`src/rtl/slink_axi_ini_rsp_arb.sv`:
```
// Arbitrates AXI B/R responses into A2L packet words through a registered
// 2-entry skid buffer; readies are registered, so a2l_ready never reaches them combinationally.
module slink_axi_ini_rsp_arb #(
  parameter int          AXI_DATA_WIDTH = 64,
  parameter int          A2L_DATA_WIDTH = 35 + AXI_DATA_WIDTH,
  parameter logic [7:0]  B_PKT_DT       = 8'h22,
  parameter logic [7:0]  R_PKT_DT       = 8'h24,
  parameter bit          R_BURST_LOCK   = 1'b1
) (
  input  logic                      axi_clk,
  input  logic                      axi_reset,
  input  logic                      enable,
  input  logic [7:0]                ini_bid,
  input  logic [1:0]                ini_bresp,
  input  logic                      ini_bvalid,
  output logic                      ini_bready,
  input  logic [7:0]                ini_rid,
  input  logic [AXI_DATA_WIDTH-1:0] ini_rdata,
  input  logic [1:0]                ini_rresp,
  input  logic                      ini_rlast,
  input  logic                      ini_rvalid,
  output logic                      ini_rready,
  output logic                      a2l_valid,
  input  logic                      a2l_ready,
  output logic [A2L_DATA_WIDTH-1:0] a2l_data,
  output logic [15:0]               b_count,
  output logic [15:0]               r_count,
  output logic                      busy
);

  typedef enum logic {ST_ARB, ST_RLOCK} state_t;

  localparam logic [15:0] B_WC = 16'd3;
  localparam logic [15:0] R_WC = 16'(2 + AXI_DATA_WIDTH / 8);

  state_t                    state, state_nxt;
  logic                      rr_r, rr_nxt;          // 0: B has priority, 1: R
  logic [A2L_DATA_WIDTH-1:0] mem [2];
  logic                      wr_ptr, rd_ptr;
  logic [1:0]                count, count_nxt;
  logic                      push_b, push_r, push, pop;
  logic                      grant_b, grant_r, room;
  logic [A2L_DATA_WIDTH-1:0] b_word, r_word, in_word;

  assign push_b = ini_bvalid & ini_bready;
  assign push_r = ini_rvalid & ini_rready;
  assign push   = push_b | push_r;
  assign pop    = a2l_valid & a2l_ready;

  assign count_nxt = count + {1'b0, push} - {1'b0, pop};
  assign room      = (count_nxt < 2'd2);

  always_comb begin
    b_word                        = '0;
    b_word[7:0]                   = B_PKT_DT;
    b_word[23:8]                  = B_WC;
    b_word[31:24]                 = ini_bid;
    b_word[33:32]                 = ini_bresp;
    r_word                        = '0;
    r_word[7:0]                   = R_PKT_DT;
    r_word[23:8]                  = R_WC;
    r_word[31:24]                 = ini_rid;
    r_word[33:32]                 = ini_rresp;
    r_word[34]                    = ini_rlast;
    r_word[35 +: AXI_DATA_WIDTH]  = ini_rdata;
    in_word                       = push_r ? r_word : b_word;
  end

  // Grant is evaluated against post-edge state so the registered ready
  // already reflects the pointer flip / lock caused by this cycle's beat.
  always_comb begin
    state_nxt = state;
    rr_nxt    = rr_r;
    grant_b   = 1'b0;
    grant_r   = 1'b0;
    if (push_b) rr_nxt = 1'b1;
    if (push_r) begin
      rr_nxt = 1'b0;
      if (state == ST_ARB && !ini_rlast && R_BURST_LOCK) state_nxt = ST_RLOCK;
      else if (state == ST_RLOCK && ini_rlast)          state_nxt = ST_ARB;
    end
    if (state_nxt == ST_RLOCK)          grant_r = 1'b1;
    else if (ini_bvalid && ini_rvalid) begin
      grant_r = rr_nxt;
      grant_b = ~rr_nxt;
    end
    else if (ini_bvalid)                grant_b = 1'b1;
    else if (ini_rvalid)                grant_r = 1'b1;
  end

  always_ff @(posedge axi_clk) begin
    if (!axi_reset) begin
      for (int unsigned i = 0; i < 2; i++) mem[i] <= '0;
      wr_ptr     <= 1'b0;
      rd_ptr     <= 1'b0;
      count      <= '0;
      state      <= ST_ARB;
      rr_r       <= 1'b0;
      ini_bready <= 1'b0;
      ini_rready <= 1'b0;
      b_count    <= '0;
      r_count    <= '0;
    end else begin
      if (push) begin
        mem[wr_ptr] <= in_word;
        wr_ptr      <= ~wr_ptr;
      end
      if (pop) rd_ptr <= ~rd_ptr;
      count      <= count_nxt;
      state      <= state_nxt;
      rr_r       <= rr_nxt;
      ini_bready <= enable & room & grant_b;
      ini_rready <= enable & room & grant_r;
      if (push_b) b_count <= b_count + 16'd1;
      if (push_r) r_count <= r_count + 16'd1;
    end
  end

  assign a2l_valid = (count != 2'd0);
  assign a2l_data  = a2l_valid ? mem[rd_ptr] : '0;
  assign busy      = a2l_valid | (state == ST_RLOCK);

endmodule

```
`config.mk`:
```
export PLATFORM = sky130hd
export DESIGN_NAME = slink_axi_ini_rsp_arb
export DESIGN_NICKNAME = d
export VERILOG_FILES = /design/src/rtl/slink_axi_ini_rsp_arb.sv
export SDC_FILE = /design/constraint.sdc
export NUM_CORES = 1
export LEC_CHECK = 0
export BUFFER_PORTS_ARGS = -buffer_cell sky130_fd_sc_hd__buf_2
export CORE_ASPECT_RATIO = 0.7
export CORE_MARGIN = 2
export CORE_UTILIZATION = 58
export CTS_CLUSTER_DIAMETER = 200
export DETAILED_ROUTE_END_ITERATION = 8
export PLACE_DENSITY = 0.86
export RECOVER_POWER = 25
export SLEW_MARGIN = 20
export SYNTH_ARGS = -nofsm -noshare
export SYNTH_HDL_FRONTEND = slang
export SYNTH_SLANG_ARGS = --single-unit
export TNS_END_PERCENT = 20
```
`constraint.sdc`:
```
create_clock -name axi_clk -period 20.9 [get_ports axi_clk]
set_input_delay 0 -clock axi_clk [delete_from_list [all_inputs] [get_ports axi_clk]]
set_output_delay 0 -clock axi_clk [all_outputs]
set_load 0.05 [all_outputs]
```
Word level (Yosys, flattened, before mapping)
Memory sizes are Yosys's and may differ from the RTL's. A register that Yosys moved wholly into a read port is not among the register bits.
Cells that the tools add are included.
- register bits after elaboration: 40
- bits in writable memories: 198
- input port bits: 91
- word-level logic and storage cells: 56
- memories: 1
- add/subtract/negate cells: 4
- $lt $le $gt $ge: 1
- muxes and demuxes: 23
- bitwise gates (word level): 12
- reductions and logical operators: 6
- memory list (name ; depth ; width ; rd ports ; clocked after Yosys merged registers in ; wr ports ; RTL line ; source):
    mem ; 2 ; 99 ; 1 ; 1 ; 2 ; 38 ; logic [A2L_DATA_WIDTH-1:0] mem [2];
- operator list (kind ; count):
    two-way mux 99 bit ; 3
    OR reduction 99 bit ; 1
    adder 16 x 1 -> 16 bit (second input constant) ; 2
    two-way mux 1 bit ; 20
    bitwise AND 1 bit ; 6
    inverter 1 bit ; 4
    logical AND 1 bit ; 3
    adder 2 x 1 -> 2 bit ; 1
    < comparator 2 bit (second input constant) ; 1
    OR 1 bit ; 2
    nonzero test 2 bit ; 1
    subtractor 2 x 1 -> 2 bit ; 1
    zero test 1 bit ; 1

Logic depth before layout (Yosys ltp)
Gate-level depths: netlist (run 1).
- word-level depth: 7
- gate-level depth with buffers: 9
- depth with buffers taken out: 9

Least setup slack after synthesis (run 1)
OpenSTA, ideal clock, no wires.
- kind: register to register
- start: register ini_rready
- end: memory mem[0][11] (netlist bit) (enable)
- arrival time: 6.419 ns
- data required time: 20.281 ns
- slack: 13.862 ns
- stages on the path, launching flop included: 3
- buffers on the path: 0
- path through: dfxtp_1 a22oi_2 o21ai_0
- RTL lines (element ; RTL line ; source):
    start, declared ; 22 ; output logic ini_rready,
    start signal, assigned ; 113 ; ini_rready <= enable & room & grant_r;
    end, declared ; 38 ;

==> run summary, run 1 <==
Die ar. -> 16400 sq um
Leak -> 4.66 nW
Top cell type's share of synthesized area -> 0.517
Via density -> 5.28
Final period util -> 0.150
Cell count after synthesis -> 757
Num Clock Sinks -> 197
Site row count -> 37
Total GRT Usage -> 0.262
Post-synth top area cell -> edfxtp_1
Largest family of logic cells by synthesized area -> simple AND/OR/NAND/NOR gates
RSZ-0062 raised after global routing -> false
Switch share -> 0.347
Detailed Place HPWL -> 12100 microns
Clock buffer depth -> 2
Worst VDD drop -> 0.0709 mV
Htree depth -> 4
Routed Wire Length -> 21400 microns
Synth cell types -> 44
Status -> finished, violations left
Crit. End Element -> register
DRC viols -> 0
Violated checks -> max-capacitance violations, max-slew violations
Met3 usage -> 0.0451
Slew HR -> -0.418
Max Cap Violations -> 1
Post-CTS Setup Inserts -> 0
Max Clock Skew -> 9.09 ps
Logic pwr share -> 0.277
Post-Syn Area per Cell -> 11.8 sq um
Asr flop ratio synth -> 0
Top-level I/O count -> 226
Die width -> 152 microns
Clock power frac -> 0.303
Worst slew pin tran -> 2130 ps
Post-Syn Area -> 8950 sq um
Hold Crit Class -> input port to register
Placed insts -> 1116
Layout cells sized above 1 -> 0.209
Post-synth top flop -> edfxtp_1
Synth warn -> 0
Startpoint Class -> register
Critical path class -> register to register
Synth Area in XOR/XNOR -> 0.0215
Most frequent cell after synthesis -> edfxtp_1
CTS root buf -> clkbuf_16
WP data required -> 20830 ps
Global routing usage on met2 -> 0.448
Die height -> 108 microns
Final hold violation count -> 0
GRT Max-Usage Layer -> met2
Worst-skew pair later-pin latency -> 430 ps
Worst EP arrival -> 3070 ps
Iteration count of the initial detailed-routing pass -> 5
Synth area leaders -> edfxtp_1 (52%), mux2i_1 (10%), dfxtp_1 (9.6%), and2_1 (9.4%), nor2_1 (5.5%)
Fin cells -> 1236
# diodes -> 0
TNS Setup -> 0 ps
Antenna viol nets, final -> 0
Nets -> 1122
Met1 Track Usage GR -> 0.335
TritonCTS buffer count -> 17
Vias in the first global route -> 6450
EDFF count, synth -> 154
DRT iter0 DRCs -> 516
Reg clk slew, reported paths -> 70 ps
CTS tree -> done
Sequential-to-total area share from yosys stat -> 0.613
Global-route wire length before repair -> 33100 microns
DR WL/cell -> 17.3 microns
Final worst path period need -> 3140 ps
I/O Buffers -> 207
Internal -> 0.710 mW
Area growth, synth to finish -> 27.8%
FF+latch count, synth -> 197
Core area -> 14900 sq um
GR Overflow Total -> 0
Post-CTS resize count -> 0
Switching power -> 0.377 mW
Pin count of the biggest net entering global routing -> 81
FMAX -> 318 MHz
Adder-Cell Fraction of Synth Area -> 0.00420
Post-synth top cells -> edfxtp_1 (154), and2_1 (135), nor2_1 (130)
Flop pwr share -> 0.421
Post-synthesis compound-gate area fraction -> 0.0189
Starting density of the core -> 0.600
Via count -> 6524
Setup violators final -> 0
Initial antenna violation count -> 0
Crit path max fanout -> 66
Final Max Tran Viols -> 67
Multiplexer share of the synthesized area -> 0.102
Power density over the cells -> 95.1 nW/um^2
Simple-Gate Fraction of Synth Area -> 0.199
Placer congestion estimate -> 0.783
layer usage:
metal | part of all wire | routed length [microns]
met1 | 0.42 | 8930
met2 | 0.50 | 10700
met3 | 0.059 | 1260
met4 | 0.025 | 528
met5 | 0 | 0
cell families after synthesis:
family / Yosys count
AND/OR/NAND/NOR: 344
flip-flops: 197
multiplexers: 91
buffers and inverters: 70
AO/OA/AOI/OAI: 29
XOR/XNOR: 22
adder cells (fa/ha/maj): 3
other: 1
state kept, by name, indices dropped and copies added, names as in the netlist, named ones only:
signal,flops
ini_rready,1
mem,156
state,1
rd_ptr,1
rr_r,1
b_count,16
wr_ptr,1
count,2
r_count,16
ini_bready,1
power groups by stage:
stage / registers, mW / clock network (mW) / logic, mW
3_3_place_gp: 0.464 / 0 / 0.283
2_1_floorplan: 0.460 / 0 / 0.227
4_1_cts: 0.457 / 0.329 / 0.300
3_5_place_dp: 0.465 / 0 / 0.286
5_1_grt: 0.460 / 0.345 / 0.316
6_report: 0.457 / 0.329 / 0.301
critical path: stages, from the launching register on:
cell,delay (ps)
dfxtp_1,450
and2_0,490
and3_1,1690
per-stage QoR:
stage	area (sq um)	total power [mW]	setup slack (ps)	utilization	hold slack, ps
4_1_cts	11500	1.09	18200	0.771	4.90
5_1_grt	11400	1.12	17440	0.767	22.3
2_1_floorplan	9010	0.687	13860	-	137
6_report	11400	1.09	17760	0.767	5.39
3_5_place_dp	10000	0.751	18220	0.672	290
3_3_place_gp	10000	0.747	18330	0.672	287
worst paths after layout:
| check | endpoint | depth (start not counted) | slack, ps | from |
|---|---|---|---|---|
| worst max-delay path | mem[1][11] | 2 | 17760 | ini_rready |
| worst min-delay path | mem[1][24] | 3 | 5 | ini_bid[0] |
| worst max register to register | mem[1][11] | 2 | 17760 | ini_rready |
| worst min register to register | mem[1][5] | 2 | 470 | mem[1][5] |
repair_timing:
action                                  in CTS  in global routing
endpoints found under the setup margin       0                  0
hold buffers                                88                  0
hold endpoints to repair                   159                  0
placed cells by master (no fill, tap or decap), drive strengths merged, types with 12 or more instances in the layout:
master / synthesis / final
buf: 37 / 177
edfxtp: 154 / 154
and2: 136 / 136
nor2: 130 / 130
mux2i: 91 / 91
dlygate4sd3: 0 / 88
clkbuf: 29 / 54
dfxtp: 43 / 43
nand2: 27 / 27
xor2: 18 / 18
conb: 1 / 18
a21oi: 12 / 12
final cells by class:
type                       count  area, sq um
clock buffer                  18          429
inverter                       4         15.0
sequential                   197         5490
clock inverter                14          158
fill                        1007         3470
tap                          195          244
timing repair buffer         301         1910
multi-input combinational    507         3180
Note: power is estimated with default switching activity, not from simulation.
==> run 2, diff against run 1 <==
--- a/config.mk
+++ b/config.mk
@@ -8,10 +8,10 @@
 export BUFFER_PORTS_ARGS = -buffer_cell sky130_fd_sc_hd__buf_2
 export CORE_ASPECT_RATIO = 0.7
 export CORE_MARGIN = 2
-export CORE_UTILIZATION = 58
+export CORE_UTILIZATION = 48
 export CTS_CLUSTER_DIAMETER = 200
 export DETAILED_ROUTE_END_ITERATION = 8
-export PLACE_DENSITY = 0.86
+export PLACE_DENSITY = 0.76
 export RECOVER_POWER = 25
 export SLEW_MARGIN = 20
 export SYNTH_ARGS = -nofsm -noshare
==> constraint.sdc (replaced) <==
create_clock -name axi_clk -period 2.6 [get_ports axi_clk]
set_input_delay 0 -clock axi_clk [delete_from_list [all_inputs] [get_ports axi_clk]]
set_output_delay 0 -clock axi_clk [all_outputs]
set_load 0.05 [all_outputs]
==> run 2 against run 1 <==
  * The flow finishes with violations (design-rule violations)
  * First-iteration DRC count increased by 11%
  * Highest routed layer unchanged
  * Critical endpoint is now r_count[11]
  * Clock skew up 3.4 ps
  * Register-to-register slack worse by 18000 ps
  * Via count decreased by 1.3%
  * Cell count up 4.3%
  * Largest power group unchanged
  * Count of clock-buffer cells in the layout decreased by 1
  * Worst setup slack got worse by 18000 ps
==> run summary, run 2 (same netlist as run 1, synthesis figures left out) <==
WP data required -> 2960 ps (-17870 ps)
Iteration count of the initial detailed-routing pass -> 7 (+2)
DR WL/cell -> 15.9 microns (-7.9%)
Reg with most FFs -> mem
Via count -> 6440 (-1.3%)
Fin cells -> 1289 (+4.3%)
Reg2Reg Setup Slack -> 180 ps (-17580 ps)
Total GRT Usage -> 0.208 (-0.0536)
Clock buffer depth -> 2 (unchanged)
Status -> finished, violations left
Max Cap Violations -> 0 (-1)
Final Max Tran Viols -> 0 (-100%)
Routed Wire Length -> 20600 microns (-3.9%)
CTS root buf -> clkbuf_16
Startpoint Class -> input port
WP buf/inv -> 4 (+4)
Area growth, synth to finish -> 30.0%
Worst EP arrival -> 2800 ps (-270 ps)
# fillers -> 1409 (+40%)
Worst slew pin tran -> 865 ps (-1260 ps)
Htree depth -> 4 (unchanged)
Multi-input logic area -> 3190 sq um (+0.28%)
Reg area -> 5490 sq um (about the same)
DRT iter0 DRCs -> 572 (+11%)
Nets -> 1135 (+1.2%)
Die width -> 167 microns (+9.7%)
Antenna viol nets, final -> 0 (unchanged)
Critical path's top delay family -> buffers and inverters
Overall power -> 8.69 mW (+700%)
Crit. End Element -> register
WP depth -> 6 (+4)
Layout cells sized above 1 -> 0.226 (+0.0166)
Hold depth -> 5 (+2)
# diodes -> 0 (unchanged)
Initial antenna violation count -> 0 (unchanged)
Final period util -> 0.937
Max incr delay on CP -> 640 ps (-1050 ps)
Starting density of the core -> 0.493 (-0.108)
Slew HR -> 0.424 (+0.841)
FMAX -> 411 MHz
Worst-skew pair later-pin latency -> 420 ps (about the same)
Post-place setup slack -> 588 ps (-17630 ps)
Die ar. -> 19800 sq um (+20%)
Largest regs -> mem x156, b_count x16, r_count x16
Max FFs per register -> 156 (unchanged)
Placer congestion estimate -> 0.816 (+4.2%)
Final worst path period need -> 2440 ps
Commonest non-fill, non-tap cell in the layout -> buf_2
Max Clock Skew -> 12.5 ps (+3.39 ps)
I/O Buffers -> 207 (unchanged)
Vias in the first global route -> 6308 (-2.2%)
Worst r2r src -> ini_rready
Worst VDD drop -> 0.516 mV (+630%)
Reg clk slew, reported paths -> 70 ps (about the same)
Worst r2r dst -> ini_bready
Critical path class -> input port to register
Core area -> 18200 sq um (+22%)
Site row count -> 41 (+11%)
Die height -> 118 microns (+9.6%)
Critical-path top delay cell -> clkbuf_1
Most frequent cells in the layout -> buf_2 (172), edfxtp_1 (154), and2_1 (135), nor2_1 (129)
Worst hold slack -> 84.9 ps (+79.6 ps)
Worst-path cell chain -> dlygate4sd3_1 -> clkbuf_1 -> inv_1 -> clkbuf_2 -> or4_1 -> nand2_1
GR Overflow Total -> 0 (unchanged)
Crit path capture -> r_count[11]
Num Clock Sinks -> 197 (unchanged)
Crit path max fanout -> 29 (-56%)
Detailed Place HPWL -> 12600 microns (+3.9%)
Global-route wire length before repair -> 32200 microns (-2.8%)
Violated checks -> design-rule violations
Final hold violation count -> 0 (unchanged)
Pin count of the biggest net entering global routing -> 80 (-1.2%)
Top-level I/O count -> 226 (unchanged)
Via density -> 5.00 (-5.3%)
Hold Crit Class -> input port to register
CTS tree -> done
Placed insts -> 1165 (+4.4%)
Crit path from -> axi_reset
Final WS setup -> 164 ps (-17590 ps)
DRC viols -> 11 (+11)
TritonCTS buffer count -> 17 (unchanged)
Setup violators final -> 0 (unchanged)
Leak -> 4.75 nW (+1.9%)
Reg2reg path depth -> 8 (+6)
Power density over the cells -> 748 nW/um^2 (+690%)
[run 2: changes by cell type in the layout (fill, tap and decap cells not counted), moves of 2 or more]
cell / before / now
clkinvlp_4: 2 / 4
dlygate4sd3_1: 88 / 91
and2_0: 20 / 0
clkinv_1: 3 / 1
dfxtp_1: 42 / 38
buf_12: 0 / 3
and2_1: 115 / 135
dfxtp_2: 0 / 4
buf_4: 5 / 12
clkbuf_1: 37 / 35
[run 2: worst register-to-register path: stages, from the launching register on]
cell and delay, ps:
dfxtp_2 350, a22oi_2 290, xor2_1 120, ha_1 250
or2_2 290, a221oi_1 250, a211oi_1 100, nor3_1 130
dlygate4sd3_1 570
[run 2: metrics by stage]
stage	util	setup TNS (ps)	instance area, sq um
5_1_grt	0.640	-11.2	11600
3_3_place_gp	0.560	0	10200
4_1_cts	0.642	0	11700
6_report	0.640	0	11600
2_1_floorplan	-	0	9030
3_5_place_dp	0.560	0	10200
[run 2: worst min-delay path by stage]
stage             startpoint         end  slack [ps]
3_5_place_dp   ini_rdata[50]  mem[0][85]         290
3_3_place_gp   ini_rdata[27]  mem[0][62]         290
2_1_floorplan     ini_bvalid  ini_bready         130
4_1_cts               enable  ini_rready          70
6_report              enable  ini_rready          80
5_1_grt               enable  ini_rready         190
[run 2: power breakdown]
| group | switching (mW) | internal (mW) | leakage (nW) |
|---|---|---|---|
| combinational | 1.77 | 0.681 | 2.53 |
| clock | 1.16 | 1.42 | 0.271 |
| sequential | 0.107 | 3.55 | 1.95 |
[run 2: routing by layer]
metal	vias to the layer above	routed length (microns)	global-route usage
met3	10	939	0.0422
met2	184	10200	0.350
met4	0	142	0.0484
met1	3112	9230	0.279
met5	-	0	0
li1	3134	-	-
[run 2: timing repair]
action                                  CTS  global route
endpoints found under the hold margin   159             0
resized for setup                         0             2
endpoints found under the setup margin    0             1
hold buffers                             91             0
setup buffers                             0             2
[run 2: area by class of cell]
class	count	area share
sequential	197	0.472
multi-input combinational	507	0.274
timing repair buffer	314	0.177
clock buffer	17	0.0366
tap	236	0.0254
clock inverter	14	0.0129
inverter	4	0.00129
